## src/rtl/sequence_pattern_tx.sv

```systemverilog
// sequence_pattern_tx: serial pattern transmitter feeding the Mealy sequence detectors.
// Loads a WIDTH-bit pattern and a repeat count, then streams the pattern MSB-first,
// one bit per clock, (repeat+1) times with no gaps, and pulses done after the last bit.
// Optional build macro SEQ_TX_MARKER_EN: prefixes every pattern instance with the
// 4-bit sync marker 1,0,1,0 (MARK state). When undefined, MARK is not compiled.
// Every output comes straight from a flop; the next-cycle output values are
// computed alongside the next state.
module sequence_pattern_tx #(
    parameter int WIDTH = 8,
    parameter int REP_W = 4
) (
    input  logic             clk,
    input  logic             reset_ah_in,
    input  logic             load_in,
    input  logic [WIDTH-1:0] pattern_in,
    input  logic [REP_W-1:0] repeat_in,
    output logic             ready_out,
    output logic             data_out,
    output logic             bit_valid_out,
    output logic             busy_out,
    output logic             done_out
);

    localparam int CNT_W = (WIDTH > 1) ? $clog2(WIDTH) : 1;
    localparam logic [CNT_W-1:0] LAST_BIT = CNT_W'(WIDTH - 1);

`ifdef SEQ_TX_MARKER_EN
    typedef enum logic [1:0] {IDLE = 2'd0, MARK = 2'd1, SHIFT = 2'd2, DONE = 2'd3} state_t;
`else
    typedef enum logic [1:0] {IDLE = 2'd0, SHIFT = 2'd2, DONE = 2'd3} state_t;
`endif

    state_t           state_q, state_nxt;
    logic [WIDTH-1:0] shift_q, shift_nxt;
    logic [WIDTH-1:0] saved_q, saved_nxt;
    logic [REP_W-1:0] rep_q, rep_nxt;
    logic [CNT_W-1:0] bit_cnt_q, bit_cnt_nxt;
`ifdef SEQ_TX_MARKER_EN
    logic [1:0]       mark_cnt_q, mark_cnt_nxt;
`endif
    logic             ready_nxt, data_nxt, valid_nxt, busy_nxt, done_nxt;

    // Next-state, datapath and next-output logic.
    always_comb begin
        // NOTE: every signal gets a default before the case so no path leaves one unassigned (no latches).
        state_nxt    = state_q;
        shift_nxt    = shift_q;
        saved_nxt    = saved_q;
        rep_nxt      = rep_q;
        bit_cnt_nxt  = bit_cnt_q;
`ifdef SEQ_TX_MARKER_EN
        mark_cnt_nxt = mark_cnt_q;
`endif
        ready_nxt    = 1'b0;
        data_nxt     = 1'b0;
        valid_nxt    = 1'b0;
        busy_nxt     = 1'b0;
        done_nxt     = 1'b0;

        case (state_q)
            IDLE: begin
                if (load_in) begin
                    shift_nxt   = pattern_in;
                    saved_nxt   = pattern_in;
                    rep_nxt     = repeat_in;
                    bit_cnt_nxt = '0;
                    busy_nxt    = 1'b1;
                    valid_nxt   = 1'b1;
`ifdef SEQ_TX_MARKER_EN
                    state_nxt    = MARK;
                    mark_cnt_nxt = 2'd0;
                    data_nxt     = 1'b1;  // first marker bit
`else
                    state_nxt    = SHIFT;
                    data_nxt     = pattern_in[WIDTH-1];
`endif
                end else begin
                    ready_nxt = 1'b1;
                end
            end

`ifdef SEQ_TX_MARKER_EN
            MARK: begin
                busy_nxt  = 1'b1;
                valid_nxt = 1'b1;
                if (mark_cnt_q == 2'd3) begin
                    // Marker finished; the pattern is already waiting in shift_q.
                    state_nxt   = SHIFT;
                    bit_cnt_nxt = '0;
                    data_nxt    = shift_q[WIDTH-1];
                end else begin
                    // Marker is 1,0,1,0: bit i is 1 for even i, so the next bit is mark_cnt_q[0].
                    mark_cnt_nxt = mark_cnt_q + 2'd1;
                    data_nxt     = mark_cnt_q[0];
                end
            end
`endif

            SHIFT: begin
                busy_nxt = 1'b1;
                if (bit_cnt_q == LAST_BIT) begin
                    if (rep_q != '0) begin
                        rep_nxt     = rep_q - REP_W'(1);
                        shift_nxt   = saved_q;
                        bit_cnt_nxt = '0;
                        valid_nxt   = 1'b1;
`ifdef SEQ_TX_MARKER_EN
                        state_nxt    = MARK;
                        mark_cnt_nxt = 2'd0;
                        data_nxt     = 1'b1;
`else
                        data_nxt     = saved_q[WIDTH-1];
`endif
                    end else begin
                        state_nxt = DONE;
                        done_nxt  = 1'b1;
                    end
                end else begin
                    // Rotate rather than zero-fill; the wrapped bit is never sent because
                    // the register is reloaded from saved_q before every repetition.
                    shift_nxt   = {shift_q[WIDTH-2:0], shift_q[WIDTH-1]};
                    bit_cnt_nxt = bit_cnt_q + CNT_W'(1);
                    valid_nxt   = 1'b1;
                    data_nxt    = shift_q[WIDTH-2];
                end
            end

            DONE: begin
                state_nxt = IDLE;
                ready_nxt = 1'b1;
            end

            default: begin
                // Unreachable encoding: recover to IDLE with reset outputs.
                state_nxt   = IDLE;
                shift_nxt   = '0;
                saved_nxt   = '0;
                rep_nxt     = '0;
                bit_cnt_nxt = '0;
                ready_nxt   = 1'b1;
            end
        endcase
    end

    // State, datapath and output registers with asynchronous reset.
    always_ff @(posedge clk or posedge reset_ah_in) begin
        if (reset_ah_in) begin
            state_q       <= IDLE;
            shift_q       <= '0;
            saved_q       <= '0;
            rep_q         <= '0;
            bit_cnt_q     <= '0;
`ifdef SEQ_TX_MARKER_EN
            mark_cnt_q    <= 2'd0;
`endif
            ready_out     <= 1'b1;
            data_out      <= 1'b0;
            bit_valid_out <= 1'b0;
            busy_out      <= 1'b0;
            done_out      <= 1'b0;
        end else begin
            // NOTE: non-blocking assignments so all flops update together from pre-edge values.
            state_q       <= state_nxt;
            shift_q       <= shift_nxt;
            saved_q       <= saved_nxt;
            rep_q         <= rep_nxt;
            bit_cnt_q     <= bit_cnt_nxt;
`ifdef SEQ_TX_MARKER_EN
            mark_cnt_q    <= mark_cnt_nxt;
`endif
            ready_out     <= ready_nxt;
            data_out      <= data_nxt;
            bit_valid_out <= valid_nxt;
            busy_out      <= busy_nxt;
            done_out      <= done_nxt;
        end
    end

endmodule

```

## config.mk

```make
export PLATFORM = sky130hd
export DESIGN_NAME = sequence_pattern_tx
export DESIGN_NICKNAME = d
export VERILOG_FILES = /design/src/rtl/sequence_pattern_tx.sv
export SDC_FILE = /design/constraint.sdc
export NUM_CORES = 1
export LEC_CHECK = 0
export ABC_AREA = 1
export BUFFER_PORTS_ARGS = -buffer_cell sky130_fd_sc_hd__clkbuf_2
export CAP_MARGIN = 25
export CELL_PAD_IN_SITES_DETAIL_PLACEMENT = 0
export CELL_PAD_IN_SITES_GLOBAL_PLACEMENT = 2
export CORE_MARGIN = 3
export CORE_UTILIZATION = 30
export CTS_CLUSTER_DIAMETER = 150
export DETAILED_ROUTE_END_ITERATION = 10
export GPL_ROUTABILITY_DRIVEN = 0
export PLACE_DENSITY = 0.75
export RECOVER_POWER = 25
export SLEW_MARGIN = 20
export SYNTH_ARGS = -nofsm -noshare
export SYNTH_HDL_FRONTEND = slang
export SYNTH_SLANG_ARGS = --single-unit
```

## constraint.sdc

```tcl
create_clock -name clk -period 1.95 [get_ports clk]
set_clock_uncertainty 0.1 [all_clocks]
set_input_delay 0.2925 -clock clk [delete_from_list [all_inputs] [get_ports clk]]
set_output_delay 0.2925 -clock clk [all_outputs]
set_load 0.03 [all_outputs]
```

==> impl_metrics.env, run 1 <==
export IMPL_status="complete, no violations"
export IMPL_cts_resized=0
export IMPL_yosysTopAreaCell="dfrtp_1"
export IMPL_numCtsBuffers=5
export IMPL_synth_area_leaders="dfrtp_1, nand2_1, nand3_1, o21ai_0, inv_1"
export IMPL_grt_first_pass_wirelength_um=6730
export IMPL_crit_path_end_kind="flip-flop"
export IMPL_drt_total_wl_um=3670
export IMPL_synth_edf_count=0
export IMPL_netlist_cell_type_count=20
export IMPL_viasPerCell=4.33
export IMPL_nNetsFinal=251
export IMPL_power_density_mw_per_mm2=1550
export IMPL_synth_warning_count=0
export IMPL_drt_antenna_violating_nets=0
export IMPL_num_vias=1296
export IMPL_firstDrtPassIters=4
export IMPL_synth_seq_cells=30
export IMPL_fmax_mhz=591
export IMPL_globalRouteOverflowTotal=0
export IMPL_synthCells=206
export IMPL_async_flop_share=1.00
export IMPL_first_iter_violations=82
export IMPL_clockBufferDepth=2
export IMPL_syn_avg_cell_area_sq_um=7.61
export IMPL_io_pins=20
export IMPL_worst_setup_path_type="flip-flop to flip-flop"
export IMPL_clk_latency_ps=280
export IMPL_worst_path_max_delay_cell="ha_1"
export IMPL_drc_errors=0
export IMPL_period_needed_ps=1690
export IMPL_grt_pass1_vias=1313
export IMPL_worst_path_most_repeated_cell="nand2_1"
export IMPL_std_cell_rows=25
export IMPL_grt_setup_unrepaired="false"
export IMPL_worst_pin_slew_ps=784
export IMPL_synth_common_cells="nand2_1, dfrtp_1, nand3_1"
export IMPL_die_area_sq_mm=0.00613
export IMPL_core_sq_mm=0.00488
export IMPL_critPathMaxStageDelay_ps=510
export IMPL_synth_top_cell_area_share=0.463
export IMPL_path_cells="ha_1, ha_1, nand2_1, nand2_1, o21ai_0, nand3_1, nand2_1"
export IMPL_start_kind="flip-flop"
export IMPL_leakage_nw=0.992
export IMPL_dp_hpwl_um=2620
export IMPL_crit_fanout=16
export IMPL_synthToLayoutAreaGrowth_pct=17.5
export IMPL_grt_max_degree=31
export IMPL_cts_tree="done"
export IMPL_slew_headroom=0.478
export IMPL_antennaDiodeCount=0
export IMPL_initial_core_util=0.321
export IMPL_hold_violations=0
export IMPL_grt_antenna_before_repair=0
export IMPL_max_vdd_ir_drop_mv=0.395
export IMPL_finalSetupViolCount=0
export IMPL_yosys_most_used_dff="dfrtp_1"
export IMPL_synth_nets=226
export IMPL_port_buffers=19
export IMPL_die_h_um=78.3
export IMPL_track_usage=0.142
export IMPL_period_share=0.868
export IMPL_layout_drive_gt1_share=0.185
export IMPL_die_width_um=78.3
export IMPL_crit_required_ps=2020
export IMPL_worst_slack_ps=257
export IMPL_clock_sinks=30
export IMPL_clockRootBuffer="clkbuf_8"
export IMPL_clk_pin_slew_ps=70
export IMPL_worstPathArrival_ps=1760
export IMPL_syn_cell_area_sq_mm=0.00157
export IMPL_fin_setup_tns_ps=0
export IMPL_maxCapViolCount=0
export IMPL_htreeDepth=2
export IMPL_yosysMostFrequentCell="nand2_1"
export IMPL_yosysSeqAreaShare=0.480
export IMPL_maxSlewViolCount=0
export IMPL_pre_cts_slack_ps=268
export IMPL_hold_path_class="input pin to flip-flop"
export IMPL_wl_per_cell_um=12.3
timing repair:
action | in CTS | in global routing
hold buffers | 1 | 0
endpoints found under the hold margin | 29 | 0
buffers inserted | 0 | 0
setup endpoints to repair | 0 | 0
layer usage:
metal  vias up  global-route usage  routed length [um]
met5         -                   0                   0
met4         0              0.0682                  84
met3         8              0.0378                 188
met2        28               0.186                1420
met1       568               0.212                1980
li1        692                   -                   -
layout make-up:
cell class	instances	area, sq um
clock buffer	7	86.3
clock inverter	1	5.00
fill	540	3040
inverter	22	82.6
multi-input combinational	145	677
sequential	30	752
tap	67	83.8
timing repair buffer	27	155
cells by family (layout without fill, tap and decap cells):
| logic type | Yosys count | count (layout) | synth area share |
|---|---|---|---|
| compound gates | 19 | 19 | 0.0631 |
| flops | 30 | 30 | 0.480 |
| buf+inv | 31 | 57 | 0.0886 |
| simple gates | 121 | 121 | 0.329 |
| fa+ha+maj | 5 | 5 | 0.0399 |
through the flow:
| stage | utilization | hold WS (ps) | cells | power, mW | area, sq um |
|---|---|---|---|---|---|
| 3_3_place_gp | 0.357 | 281 | 290 | 2.37 | 1740 |
| 2_1_floorplan | - | 283 | 206 | 2.04 | 1570 |
| 4_1_cts | 0.378 | 146 | 299 | 2.90 | 1840 |
| 6_report | 0.377 | 153 | 299 | 2.85 | 1840 |
| 3_5_place_dp | 0.357 | 279 | 290 | 2.35 | 1740 |
| 5_1_grt | 0.377 | 170 | 299 | 3.19 | 1840 |
worst max-delay path: cells and delay by family, from the launching register on:
kind	cells	cell delay, ps
AND/OR/NAND/NOR	4	350
adder cells (fa/ha/maj)	2	690
AO/OA/AOI/OAI	1	70
flip-flops	1	370
sequential cells by signal (all words and copies together), names as in the netlist:
signal and cells:
shift_q 8, saved_q 8, data_out 1, bit_valid_out 1, state_q 2, bit_cnt_q 3, rep_q 4, done_out 1
busy_out 1, ready_out 1
worst paths after layout:
kind | from | to | slack [ps] | cells after the start
max | bit_cnt_q[0] | shift_q[3] | 260 | 7
min | pattern_in[3] | saved_q[3] | 150 | 3
max reg2reg | bit_cnt_q[0] | shift_q[3] | 260 | 7
min reg2reg | bit_cnt_q[1] | bit_cnt_q[1] | 380 | 2
max in group asynchronous | reset_ah_in | shift_q[7] | 590 | 4
min in group asynchronous | reset_ah_in | saved_q[6] | 650 | 4
power breakdown:
group / leakage (nW) / switching [mW] / internal (mW)
clock network: 0.0482 / 0.239 / 0.284
registers: 0.365 / 0.148 / 0.908
logic: 0.579 / 0.789 / 0.481
cell usage in the layout (no fill, tap or decap), types with 2 or more instances in the layout:
cell type / Yosys / final
buf_4: 3 / 6
clkbuf_2: 0 / 20
clkbuf_8: 0 / 6
dfrtp_1: 29 / 29
ha_1: 5 / 5
inv_1: 20 / 20
inv_2: 2 / 2
nand2_1: 77 / 77
nand2_2: 2 / 2
nand3_1: 23 / 23
nor2_1: 13 / 13
nor2_4: 2 / 2
o21ai_0: 18 / 18
No activity file was read; power rests on OpenSTA's default activity.
==> inputs of run 2 (changes only) <==
Settings changed: MAX_ROUTING_LAYER set to met4.
==> impl_metrics.env, run 2 (synthesized netlist as in run 1, its figures left out) <==
export IMPL_status="complete, no violations"
export IMPL_cts_resized=0
export IMPL_worstPathArrival_ps=1760
export IMPL_initial_core_util=0.321
export IMPL_clk_latency_ps=280
export IMPL_hold_path_class="input pin to flip-flop"
export IMPL_fill_cells=540
export IMPL_mostFrequentLayoutCell="nand2_1"
export IMPL_viasPerCell=4.33
export IMPL_seqPwrFrac=0.371
export IMPL_cts_tree="done"
export IMPL_antennaDiodeCount=0
export IMPL_pwr_share_clk=0.183
export IMPL_crit_path_end_kind="flip-flop"
export IMPL_period_needed_ps=1690
export IMPL_fmax_mhz=591
export IMPL_clockBufferDepth=2
export IMPL_synthToLayoutAreaGrowth_pct=17.5
export IMPL_std_cell_rows=25
export IMPL_numCtsBuffers=5
export IMPL_nNetsFinal=251
export IMPL_p_int_mw=1.67
export IMPL_p_switching_mw=1.17
export IMPL_start_kind="flip-flop"
export IMPL_layout_drive_gt1_share=0.185
export IMPL_final_cells=299
export IMPL_drc_errors=0
export IMPL_wl_per_cell_um=12.2
export IMPL_num_vias=1295
export IMPL_crit_fanout=16
export IMPL_clk_pin_slew_ps=70
export IMPL_grt_setup_unrepaired="false"
export IMPL_path_delay_family="adder cells"
export IMPL_grt_pass1_vias=1313
export IMPL_drt_antenna_violating_nets=0
export IMPL_maxSlewViolCount=0
export IMPL_die_width_um=78.3
export IMPL_fin_setup_tns_ps=0
export IMPL_worst_path_most_repeated_cell="nand2_1"
export IMPL_clockRootBuffer="clkbuf_8"
export IMPL_first_iter_violations=81
export IMPL_die_h_um=78.3
export IMPL_grt_first_pass_wirelength_um=6730
export IMPL_dp_hpwl_um=2620
export IMPL_globalRouteOverflowTotal=0
export IMPL_path_cells="ha_1, ha_1, nand2_1, nand2_1, o21ai_0, nand3_1, nand2_1"
export IMPL_power_density_mw_per_mm2=1550
export IMPL_track_usage=0.146
export IMPL_critical_path_depth=7
export IMPL_grt_antenna_before_repair=0
export IMPL_port_buffers=19
export IMPL_dpl_cell_count=290
export IMPL_htreeDepth=2
export IMPL_leakage_nw=0.992
export IMPL_final_cell_mix="nand2_1, dfrtp_1, nand3_1"
export IMPL_firstDrtPassIters=4
export IMPL_clock_sinks=30
export IMPL_slew_headroom=0.478
export IMPL_core_sq_mm=0.00488
export IMPL_maxCapViolCount=0
export IMPL_hold_depth=3
export IMPL_critPathMaxStageDelay_ps=510
export IMPL_grt_max_degree=31
export IMPL_ff2ff_path_depth=7
export IMPL_cp_num_buf_inv=0
export IMPL_drt_total_wl_um=3660
export IMPL_p_comb_frac=0.446
export IMPL_die_area_sq_mm=0.00613
export IMPL_period_share=0.868
export IMPL_max_vdd_ir_drop_mv=0.395
export IMPL_crit_required_ps=2020
export IMPL_hold_violations=0
export IMPL_ff2ff_setup_slack_ps=260
export IMPL_reg_top3="saved_q x8, shift_q x8, rep_q x4"
export IMPL_worst_pin_slew_ps=783
export IMPL_worst_path_max_delay_cell="ha_1"
export IMPL_switching_share=0.412
export IMPL_worst_setup_path_type="flip-flop to flip-flop"
export IMPL_io_pins=20
export IMPL_finalSetupViolCount=0
==> run 2: cell counts in the layout (fill, tap and decap cells not counted) <==
Identical to the previous run, type by type.
==> run 2: worst paths after layout <==
path	from	endpoint
worst max register to register	bit_cnt_q[0]	shift_q[3]
min in group asynchronous	reset_ah_in	saved_q[6]
worst min-delay path	pattern_in[3]	saved_q[3]
max in group asynchronous	reset_ah_in	shift_q[7]
worst min register to register	bit_cnt_q[1]	bit_cnt_q[1]
worst max-delay path	bit_cnt_q[0]	shift_q[3]
==> run 2: power by group through the flow <==
| stage | registers (mW) | clock network (mW) | logic [mW] |
|---|---|---|---|
| 6_report | 1.06 | 0.523 | 1.27 |
| 5_1_grt | 1.09 | 0.581 | 1.52 |
| 4_1_cts | 1.06 | 0.546 | 1.30 |
| 3_5_place_dp | 1.07 | 0 | 1.29 |
| 3_3_place_gp | 1.07 | 0 | 1.30 |
| 2_1_floorplan | 1.08 | 0 | 0.958 |
==> run 2: through the flow <==
stage          instance area, sq um  utilization  setup WS [ps]  hold WS [ps]  power, mW
2_1_floorplan                  1570            -            357           283       2.04
3_3_place_gp                   1740        0.357            291           281       2.37
3_5_place_dp                   1740        0.357            268           279       2.35
4_1_cts                        1840        0.378            241           146       2.90
5_1_grt                        1840        0.377           18.3           170       3.19
6_report                       1840        0.377            258           153       2.85
==> run 2: layout make-up <==
cell class                      count  area, sq um  share of cell area
Clock buffer                        7         86.3              0.0469
Tap cell                           67         83.8              0.0455
Sequential cell                    30          752               0.408
Clock inverter                      1         5.00             0.00272
Timing Repair Buffer               27          155              0.0842
Multi-Input combinational cell    145          677               0.368
Inverter                           22         82.6              0.0448
==> run 2: worst register-to-register path: cells and delay by family, from the launching register on <==
kind / cells / cell delay (ps)
and+or+nand+nor: 4 / 350
DFF: 1 / 370
adders and majority gates: 2 / 690
AOI/OAI and AO/OA: 1 / 70
==> run 2: routing by layer <==
layer | global-route usage | wire (um) | vias to the layer above
li1 | - | - | 693
met1 | 0.213 | 1990 | 566
met2 | 0.186 | 1410 | 28
met3 | 0.0367 | 178 | 8
met4 | 0.0682 | 84 | 0
met5 | - | 0 | -
==> run 2: repair_timing <==
action,in CTS,in global routing
endpoints found under the hold margin,29,0
setup endpoints to repair,0,0
setup buffers,0,0
hold buffers,1,0
==> inputs of run 3 (changes only) <==
Clock period 1.95 ns to 1.8 ns, I/O delays scaled along.
==> impl_metrics.env, run 3 (synthesized netlist as in run 1, its figures left out) <==
export IMPL_status="complete, no violations"
export IMPL_synthToLayoutAreaGrowth_pct=18.5
export IMPL_reg_top3="saved_q x8, shift_q x8, rep_q x4"
export IMPL_worst_path_most_repeated_cell="nand2_1"
export IMPL_power_density_mw_per_mm2=1680
export IMPL_leakage_nw=0.996
export IMPL_ff2ff_setup_slack_ps=170
export IMPL_clk_pin_slew_ps=70
export IMPL_die_width_um=78.3
export IMPL_maxCapViolCount=0
export IMPL_period_needed_ps=1630
export IMPL_worst_pin_slew_ps=773
export IMPL_crit_fanout=4
export IMPL_fmax_mhz=614
export IMPL_hold_violations=0
export IMPL_clk_latency_ps=280
export IMPL_cp_num_buf_inv=1
export IMPL_path_delay_family="simple AND/OR/NAND/NOR gates"
export IMPL_track_usage=0.138
export IMPL_core_sq_mm=0.00488
export IMPL_maxSlewViolCount=0
export IMPL_io_pins=20
export IMPL_first_iter_violations=121
export IMPL_grt_first_pass_wirelength_um=6350
export IMPL_hold_depth=3
export IMPL_initial_core_util=0.321
export IMPL_fill_cells=537
export IMPL_start_kind="flip-flop"
export IMPL_fin_setup_tns_ps=0
export IMPL_num_vias=1303
export IMPL_path_cells="ha_1, ha_1, inv_1, nand2_1, nand3_1, nor2_1, nand2_1, nand2_1"
export IMPL_layout_drive_gt1_share=0.192
export IMPL_port_buffers=19
export IMPL_slew_headroom=0.485
export IMPL_firstDrtPassIters=4
export IMPL_grt_antenna_before_repair=0
export IMPL_drt_total_wl_um=3690
export IMPL_cts_post_setup_buffers_inserted=0
export IMPL_globalRouteOverflowTotal=0
export IMPL_worst_setup_path_type="flip-flop to flip-flop"
export IMPL_wl_met2_um=1330
export IMPL_clockRootBuffer="clkbuf_8"
export IMPL_grt_setup_unrepaired="false"
export IMPL_topRoutingLayerUsed="met4"
export IMPL_wl_met3_um=233
export IMPL_antennaDiodeCount=0
export IMPL_std_cell_rows=25
export IMPL_wl_per_cell_um=12.2
export IMPL_nNetsFinal=253
export IMPL_final_cell_mix="nand2_1, dfrtp_1, nand3_1"
export IMPL_period_share=0.905
export IMPL_wl_met1_um=2060
export IMPL_crit_path_end_kind="flip-flop"
export IMPL_crit_required_ps=1910
export IMPL_hold_end="saved_q[1]"
export IMPL_finalSetupViolCount=0
export IMPL_clockBufferDepth=2
export IMPL_rr_endpoint="rep_q[0]"
export IMPL_r2r_start="bit_cnt_q[0]"
export IMPL_worstHoldStart="pattern_in[1]"
export IMPL_power_total_mw=3.12
export IMPL_numCtsBuffers=5
export IMPL_max_vdd_ir_drop_mv=0.705
export IMPL_worstPathArrival_ps=1740
export IMPL_dp_hpwl_um=2690
export IMPL_die_area_sq_mm=0.00613
export IMPL_hold_path_class="input pin to flip-flop"
export IMPL_viasPerCell=4.33
export IMPL_drt_antenna_violating_nets=0
export IMPL_worst_path_max_delay_cell="dfrtp_1"
export IMPL_whs_ps=136
export IMPL_grt_max_degree=31
export IMPL_drc_errors=0
export IMPL_critPathMaxStageDelay_ps=380
export IMPL_ff2ff_path_depth=8
export IMPL_clock_sinks=30
export IMPL_die_h_um=78.3
export IMPL_cts_tree="done"
export IMPL_grt_pass1_vias=1258
export IMPL_htreeDepth=2
export IMPL_mostFrequentLayoutCell="nand2_1"
run 3: cell types whose count changed in the layout (fill, tap and decap cells not counted), sizes merged:
cell	before	now
clkinv	1	0
buf	6	8
clkbuf	27	28
run 3: through the flow:
stage	std cells	utilization	worst slack, ps	area, sq um
after detailed placement	292	0.360	73.1	1760
after CTS	301	0.381	58.4	1860
after global routing	301	0.381	1.84	1860
final	301	0.381	171	1860
after floorplan	206	-	207	1570
after global placement	292	0.360	144	1760
run 3: worst max path at each step:
stage,startpoint,end,cells past startpoint
2_1_floorplan,bit_cnt_q[0],shift_q[1],9
3_3_place_gp,bit_cnt_q[0],shift_q[6],7
3_5_place_dp,bit_cnt_q[0],shift_q[4],6
4_1_cts,bit_cnt_q[0],shift_q[4],6
5_1_grt,bit_cnt_q[0],rep_q[1],8
6_report,bit_cnt_q[0],rep_q[0],8
run 3: layout make-up:
cell class                 instances  area (sq um)  area share
inverter                          22          82.6      0.0444
sequential                        30           752       0.405
clock buffer                       8          90.1      0.0485
multi-input combinational        145           679       0.366
tap                               67          83.8      0.0451
timing repair buffer              29           170      0.0916
run 3: layer usage:
layer / up-vias / global-route usage
li1: 691 / -
met1: 573 / 0.214
met2: 31 / 0.164
met3: 8 / 0.0390
met4: 0 / 0.0524
met5: - / -
run 3: worst register-to-register path, cell delays in order (launching register included):
cell and delay [ps]:
dfrtp_1 380, ha_1 190, ha_1 220, inv_1 70, nand2_1 100, nand3_1 70
nor2_1 270, nand2_1 100, nand2_1 80
run 3: what timing repair did:
| item | in CTS | in global routing |
|---|---|---|
| endpoints found under the hold margin | 29 | 0 |
| hold buffers | 1 | 0 |
| endpoints found under the setup margin | 0 | 7 |
| gates resized for setup | 0 | 1 |
run 3: report_power, final:
part           internal (mW)  switching, mW  total [mW]
logic                  0.543          0.887        1.43
clock network          0.311          0.239       0.551
registers              0.984          0.156        1.14
total                   1.84           1.28        3.12
